$ cat config.mk
export PLATFORM = sky130hd
export DESIGN_NAME = controlador_medida_dht11
export DESIGN_NICKNAME = d
export VERILOG_FILES = /design/src/rtl/controlador_medida_dht11_pkg.sv /design/src/rtl/contador_m.sv /design/src/rtl/controlador_medida_dht11.sv
export SDC_FILE = /design/constraint.sdc
export NUM_CORES = 1
export LEC_CHECK = 0
export CAP_MARGIN = 20
export CORE_MARGIN = 5
export CORE_UTILIZATION = 48
export CTS_CLUSTER_DIAMETER = 100
export DETAILED_ROUTE_END_ITERATION = 10
export PLACE_DENSITY = 0.87
export SYNTH_ARGS = -nofsm -noshare
export SYNTH_HDL_FRONTEND = slang
export SYNTH_SLANG_ARGS = --single-unit
$ cat constraint.sdc
create_clock -name clock -period 3.8 [get_ports clock]
set_clock_uncertainty 0.1 [all_clocks]
set_input_delay 1.14 -clock clock [delete_from_list [all_inputs] [get_ports clock]]
set_output_delay 1.14 -clock clock [all_outputs]
set_load 0.05 [all_outputs]
$ cat src/rtl/controlador_medida_dht11_pkg.sv
// Shared state codes and default timing parameters for the DHT11 measurement controller.
package controlador_medida_dht11_pkg;

   typedef enum logic [3:0] {
      StOcioso   = 4'd0,
      StEspera   = 4'd1,
      StDispara  = 4'd2,
      StAguarda  = 4'd3,
      StArmazena = 4'd4,
      StFalha    = 4'd5
   } estado_t;

   localparam int unsigned PERIODO_CICLOS_PADRAO = 100_000_000;
   localparam int unsigned TIMEOUT_CICLOS_PADRAO = 5_000_000;
   localparam int unsigned MAX_TENTATIVAS_PADRAO = 3;

endpackage

$ cat src/rtl/contador_m.sv
// Modulo-N counter: zera clears (priority), conta advances, fim flags the last count N-1.
module contador_m #(
   parameter int unsigned N = 2
) (
   input  logic clock,
   input  logic reset,
   input  logic zera,
   input  logic conta,
   output logic fim
);

   localparam int unsigned LARG = (N > 1) ? $clog2(N) : 1;

   logic [LARG-1:0] valor_q;

   assign fim = (valor_q == LARG'(N - 1));

   always_ff @(posedge clock or posedge reset) begin
      if (reset) begin
         valor_q <= '0;
      end else if (zera) begin
         valor_q <= '0;
      end else if (conta) begin
         valor_q <= fim ? '0 : valor_q + LARG'(1);
      end
   end

endmodule

$ cat src/rtl/controlador_medida_dht11.sv
// Sequences interface_dht11: periodic/on-demand triggers, per-attempt timeout, bounded retries,
// and holds the last good temperature/humidity pair.
module controlador_medida_dht11
   import controlador_medida_dht11_pkg::*;
#(
   parameter int unsigned PERIODO_CICLOS = PERIODO_CICLOS_PADRAO,
   parameter int unsigned TIMEOUT_CICLOS = TIMEOUT_CICLOS_PADRAO,
   parameter int unsigned MAX_TENTATIVAS = MAX_TENTATIVAS_PADRAO
) (
   input  logic        clock,
   input  logic        reset,
   input  logic        ligar,
   input  logic        medir_agora,
   input  logic        pronto_medida,
   input  logic [15:0] temperatura_in,
   input  logic [15:0] umidade_in,
   output logic        medir_dht11,
   output logic [15:0] temperatura,
   output logic [15:0] umidade,
   output logic        medida_valida,
   output logic        erro,
   output logic [7:0]  num_falhas,
   output logic [3:0]  db_estado
);

   localparam int unsigned LARG_TENT = (MAX_TENTATIVAS > 1) ? $clog2(MAX_TENTATIVAS) : 1;

   estado_t              estado_q;
   logic [LARG_TENT-1:0] tentativas_q;
   logic                 esgotou;
   logic                 zera_periodo, conta_periodo, fim_periodo;
   logic                 zera_timeout, conta_timeout, fim_timeout;

   assign esgotou   = (32'(tentativas_q) + 32'd1) >= MAX_TENTATIVAS;
   assign db_estado = estado_q;

   // Period count restarts whenever a measurement concludes or the periodic mode is dropped.
   assign zera_periodo  = (estado_q == StArmazena) || ((estado_q == StFalha) && esgotou) ||
                          ((estado_q == StEspera) && !ligar);
   assign conta_periodo = (estado_q == StEspera);
   assign zera_timeout  = (estado_q == StDispara);
   assign conta_timeout = (estado_q == StAguarda);

   contador_m #(
      .N (PERIODO_CICLOS)
   ) u_periodo (
      .clock (clock),
      .reset (reset),
      .zera  (zera_periodo),
      .conta (conta_periodo),
      .fim   (fim_periodo)
   );

   contador_m #(
      .N (TIMEOUT_CICLOS)
   ) u_timeout (
      .clock (clock),
      .reset (reset),
      .zera  (zera_timeout),
      .conta (conta_timeout),
      .fim   (fim_timeout)
   );

   always_ff @(posedge clock or posedge reset) begin
      if (reset) begin
         estado_q      <= StOcioso;
         tentativas_q  <= '0;
         medir_dht11   <= 1'b0;
         temperatura   <= '0;
         umidade       <= '0;
         medida_valida <= 1'b0;
         erro          <= 1'b0;
         num_falhas    <= '0;
      end else begin
         // Trigger is raised on every transition into StDispara, so it is high exactly there.
         medir_dht11 <= 1'b0;
         unique case (estado_q)
            StOcioso: begin
               tentativas_q <= '0;
               if (ligar || medir_agora) begin
                  estado_q    <= StDispara;
                  medir_dht11 <= 1'b1;
               end
            end
            StDispara: estado_q <= StAguarda;
            StAguarda: begin
               if (pronto_medida) begin
                  temperatura <= temperatura_in;
                  umidade     <= umidade_in;
                  estado_q    <= StArmazena;
               end else if (fim_timeout) begin
                  estado_q <= StFalha;
               end
            end
            StArmazena: begin
               medida_valida <= 1'b1;
               erro          <= 1'b0;
               tentativas_q  <= '0;
               estado_q      <= ligar ? StEspera : StOcioso;
            end
            StFalha: begin
               if (num_falhas != 8'hff) num_falhas <= num_falhas + 8'd1;
               if (!esgotou) begin
                  tentativas_q <= tentativas_q + LARG_TENT'(1);
                  estado_q     <= StDispara;
                  medir_dht11  <= 1'b1;
               end else begin
                  erro          <= 1'b1;
                  medida_valida <= 1'b0;
                  tentativas_q  <= '0;
                  estado_q      <= ligar ? StEspera : StOcioso;
               end
            end
            StEspera: begin
               if (!ligar) begin
                  estado_q <= StOcioso;
               end else if (medir_agora || fim_periodo) begin
                  estado_q    <= StDispara;
                  medir_dht11 <= 1'b1;
               end
            end
            default: estado_q <= StOcioso;
         endcase
      end
   end

endmodule

==> results.cfg <==
[drt]
drc = 0
ant_nets = 0
vias_per_cell = 5.66
drt_iter0_markers = 276
wl_per_cell_um = 16.0
dr.pass1.iters = 4
vias = 3747
wl_um = 10600

[clocking]
path_clk_slew_ns = 0.09
post-cts-setup-buffers = 0
postCtsHoldBufs = 0
ctsResizeCount = 0
clk_latency_ns = 0.37
cts_buffers = 9
cts_max_level = 3
cts_tree = yes
cts_max_path_buffers = 2
clkSinkCount = 98
cts_root_buf = clkbuf_8

[synthesis]
syn_avg_cell_area_sq_um = 10.7
synthDistinctLibCells = 59
netlist_instances = 443
synthesis.area_sq_um = 4730
synth-main-ff-cell = dfrtp_1
yosys_warnings = 0
ys_seq_area_frac = 0.519
synth_edf_count = 0
async_reset_ff_frac = 1.00
ys_ff_latch = 98
synth.net_count = 483

[setup_path]
critPathLaunchType = register
required_ns = 2.56
cp-startpoint = db_estado[0]$_DFFE_PP0P_
slowest_delay_ns = 0.95
cp-end-kind = output port
worstSetupPathType = reg2out
critPathBufInv = 1
crit_family = buffers and inverters
crit_fanout = 19
cp_slowest_cell = clkdlybuf4s50_1
cp_cell_sequence = clkdlybuf4s50_1
reg2reg_from = u_timeout.valor_q[21]$_DFFE_PP0P_
arrival_ns = 2.02

[pwr]
p_leak_nw = 2.37
vdd_ir_drop_max_v = 0.000439
powerDensity_nw_per_um2 = 726

[cells_and_area]
insertedDiodeCount = 0
drive_above_1_share = 0.127
area_growth_syn_to_layout_pct = 24.6
postLayoutCellArea_sq_um = 5890
final_nets = 564
final_util = 0.608

[sta]
worstMarginPinSlew_ns = 0.671
maxSlewHeadroom = 0.551
setup_tns_ns = 0
rsz0062_at_grt = no
min_period_ns = 3.26
maxSlewViolCount = 0
fmax_mhz = 307
hold_violations = 0
setup_viol = 0
layout_worst_path_cycle_share = 0.858

[flow_run]
maxCapViolCount = 0

[die]
design.core.area_sq_um = 9680
die_x_um = 109
rows = 36
die_area_sq_um = 11900
start_util = 0.488
ioPinCount = 84
die_h_um = 109

[placed_design]
gp_congestion = 0.834
numPortBuffers = 82
dpl-instance-area_sq_um = 5690
dpl.hpwl_um = 7580

[global_routing]
gr-total-overflow = 0
antenna_found_initial = 0
grt_max_degree = 46
grt_pass1_vias = 3669
track_usage = 0.186
grt_pass1_wl_um = 17700

[hold_path]
hold_path_startpoint = u_timeout.valor_q[22]$_DFFE_PP0P_
hold_class = reg2reg

[run_status]
status = finished, final reports clean
==> cell usage in the layout (no fill, tap or decap), types with 3 or more instances in the layout <==
| cell type | count |
|---|---|
| a21oi_1 | 14 |
| a22o_1 | 6 |
| a31oi_1 | 18 |
| a41oi_1 | 4 |
| and3_1 | 8 |
| and4_1 | 6 |
| buf_4 | 5 |
| clkbuf_8 | 10 |
| clkdlybuf4s50_1 | 82 |
| dfrtp_1 | 98 |
| ha_1 | 3 |
| inv_1 | 11 |
| mux2_2 | 33 |
| mux2i_1 | 3 |
| nand2_1 | 35 |
| nand2b_1 | 4 |
| nand3_1 | 17 |
| nand4_1 | 19 |
| nor2_1 | 32 |
| nor2b_1 | 5 |
| nor3_1 | 12 |
| nor3b_1 | 4 |
| nor4_1 | 6 |
| o21ai_0 | 15 |
| or3_1 | 3 |
| xnor2_1 | 28 |
| xor2_1 | 3 |
==> synthesized netlist by cell type, types with 6 or more instances <==
library cell	count	share of area
dfrtp_1	98	0.52
nand4_1	19	0.025
and3_1	8	0.011
a21oi_1	14	0.015
and4_1	6	0.011
nor2_1	32	0.025
nand2_1	35	0.028
a22o_1	6	0.011
nor3_1	12	0.013
a31oi_1	18	0.024
nor4_1	6	0.0079
mux2_2	33	0.079
inv_1	12	0.0095
o21ai_0	15	0.016
nand3_1	17	0.018
xnor2_1	28	0.052
clkbuf_1	8	0.0064
==> stage by stage <==
| stage | std cells | setup slack, ns | power (mW) | hold WS [ns] |
|---|---|---|---|---|
| 6_report | 662 | 0.541 | 4.28 | 0.388 |
| 5_1_grt | 662 | 0.467 | 4.50 | 0.411 |
| 4_1_cts | 662 | 0.547 | 4.31 | 0.386 |
| 3_5_place_dp | 646 | 0.788 | 3.62 | 0.374 |
| 3_3_place_gp | 646 | 0.837 | 3.55 | 0.370 |
| 2_1_floorplan | 443 | 1.34 | 2.95 | 0.344 |
==> registers in the layout (all words and copies together) (netlist names), 2 cells and up <==
register	count
num_falhas	8
u_periodo.valor_q	27
u_timeout.valor_q	23
umidade	16
db_estado	3
tentativas_q	2
temperatura	16
==> cells by family (layout without fill, tap and decap cells) <==
group                    count (synthesis)  in the layout  synth area share
AO/OA/AOI/OAI                           78             78             0.113
multiplexers                            36             36            0.0850
buffers and inverters                   30            116            0.0278
other                                    1              1          0.000793
AND/OR/NAND/NOR                        166            166             0.189
XOR/XNOR                                31             31            0.0574
flip-flops                              98             98             0.519
adder cells (fa/ha/maj)                  3              3           0.00794
==> final timing paths <==
| kind | slack, ns | cells after the start | endpoint |
|---|---|---|---|
| max | 0.54 | 1 | db_estado[0] |
| min | 0.39 | 1 | u_timeout.valor_q[22]$_DFFE_PP0P_ |
| max reg2reg | 1.46 | 6 | u_timeout.valor_q[14]$_DFFE_PP0P_ |
| min reg2reg | 0.39 | 1 | u_timeout.valor_q[22]$_DFFE_PP0P_ |
| max in group asynchronous | 1.77 | 3 | u_timeout.valor_q[5]$_DFFE_PP0P_ |
| min in group asynchronous | 1.11 | 2 | temperatura[14]$_DFFE_PP0P_ |
==> area by class of cell <==
class	count	area, sq um
Fill cell	758	3790
Sequential cell	98	2450
Multi-Input combinational cell	315	2140
Timing Repair Buffer	88	878
Tap cell	133	166
Clock buffer	10	138
Clock inverter	6	65.1
Inverter	12	48.8
==> per-layer routing <==
layer  part of all wire  wire length [um]  vias up  track usage
met4              0.020               209        0       0.0721
met2               0.49              5200      144        0.314
li1                   -                 -     1763            -
met3              0.073               772       16       0.0403
met5                  0                 0        -            0
met1               0.41              4380     1824        0.234
==> power breakdown <==
group,internal (mW),switching (mW),leakage (nW)
logic,0.746,1.30,0.988
clock network,0.323,0.370,0.103
registers,1.30,0.235,1.28
(Power assumes the default switching activity.)
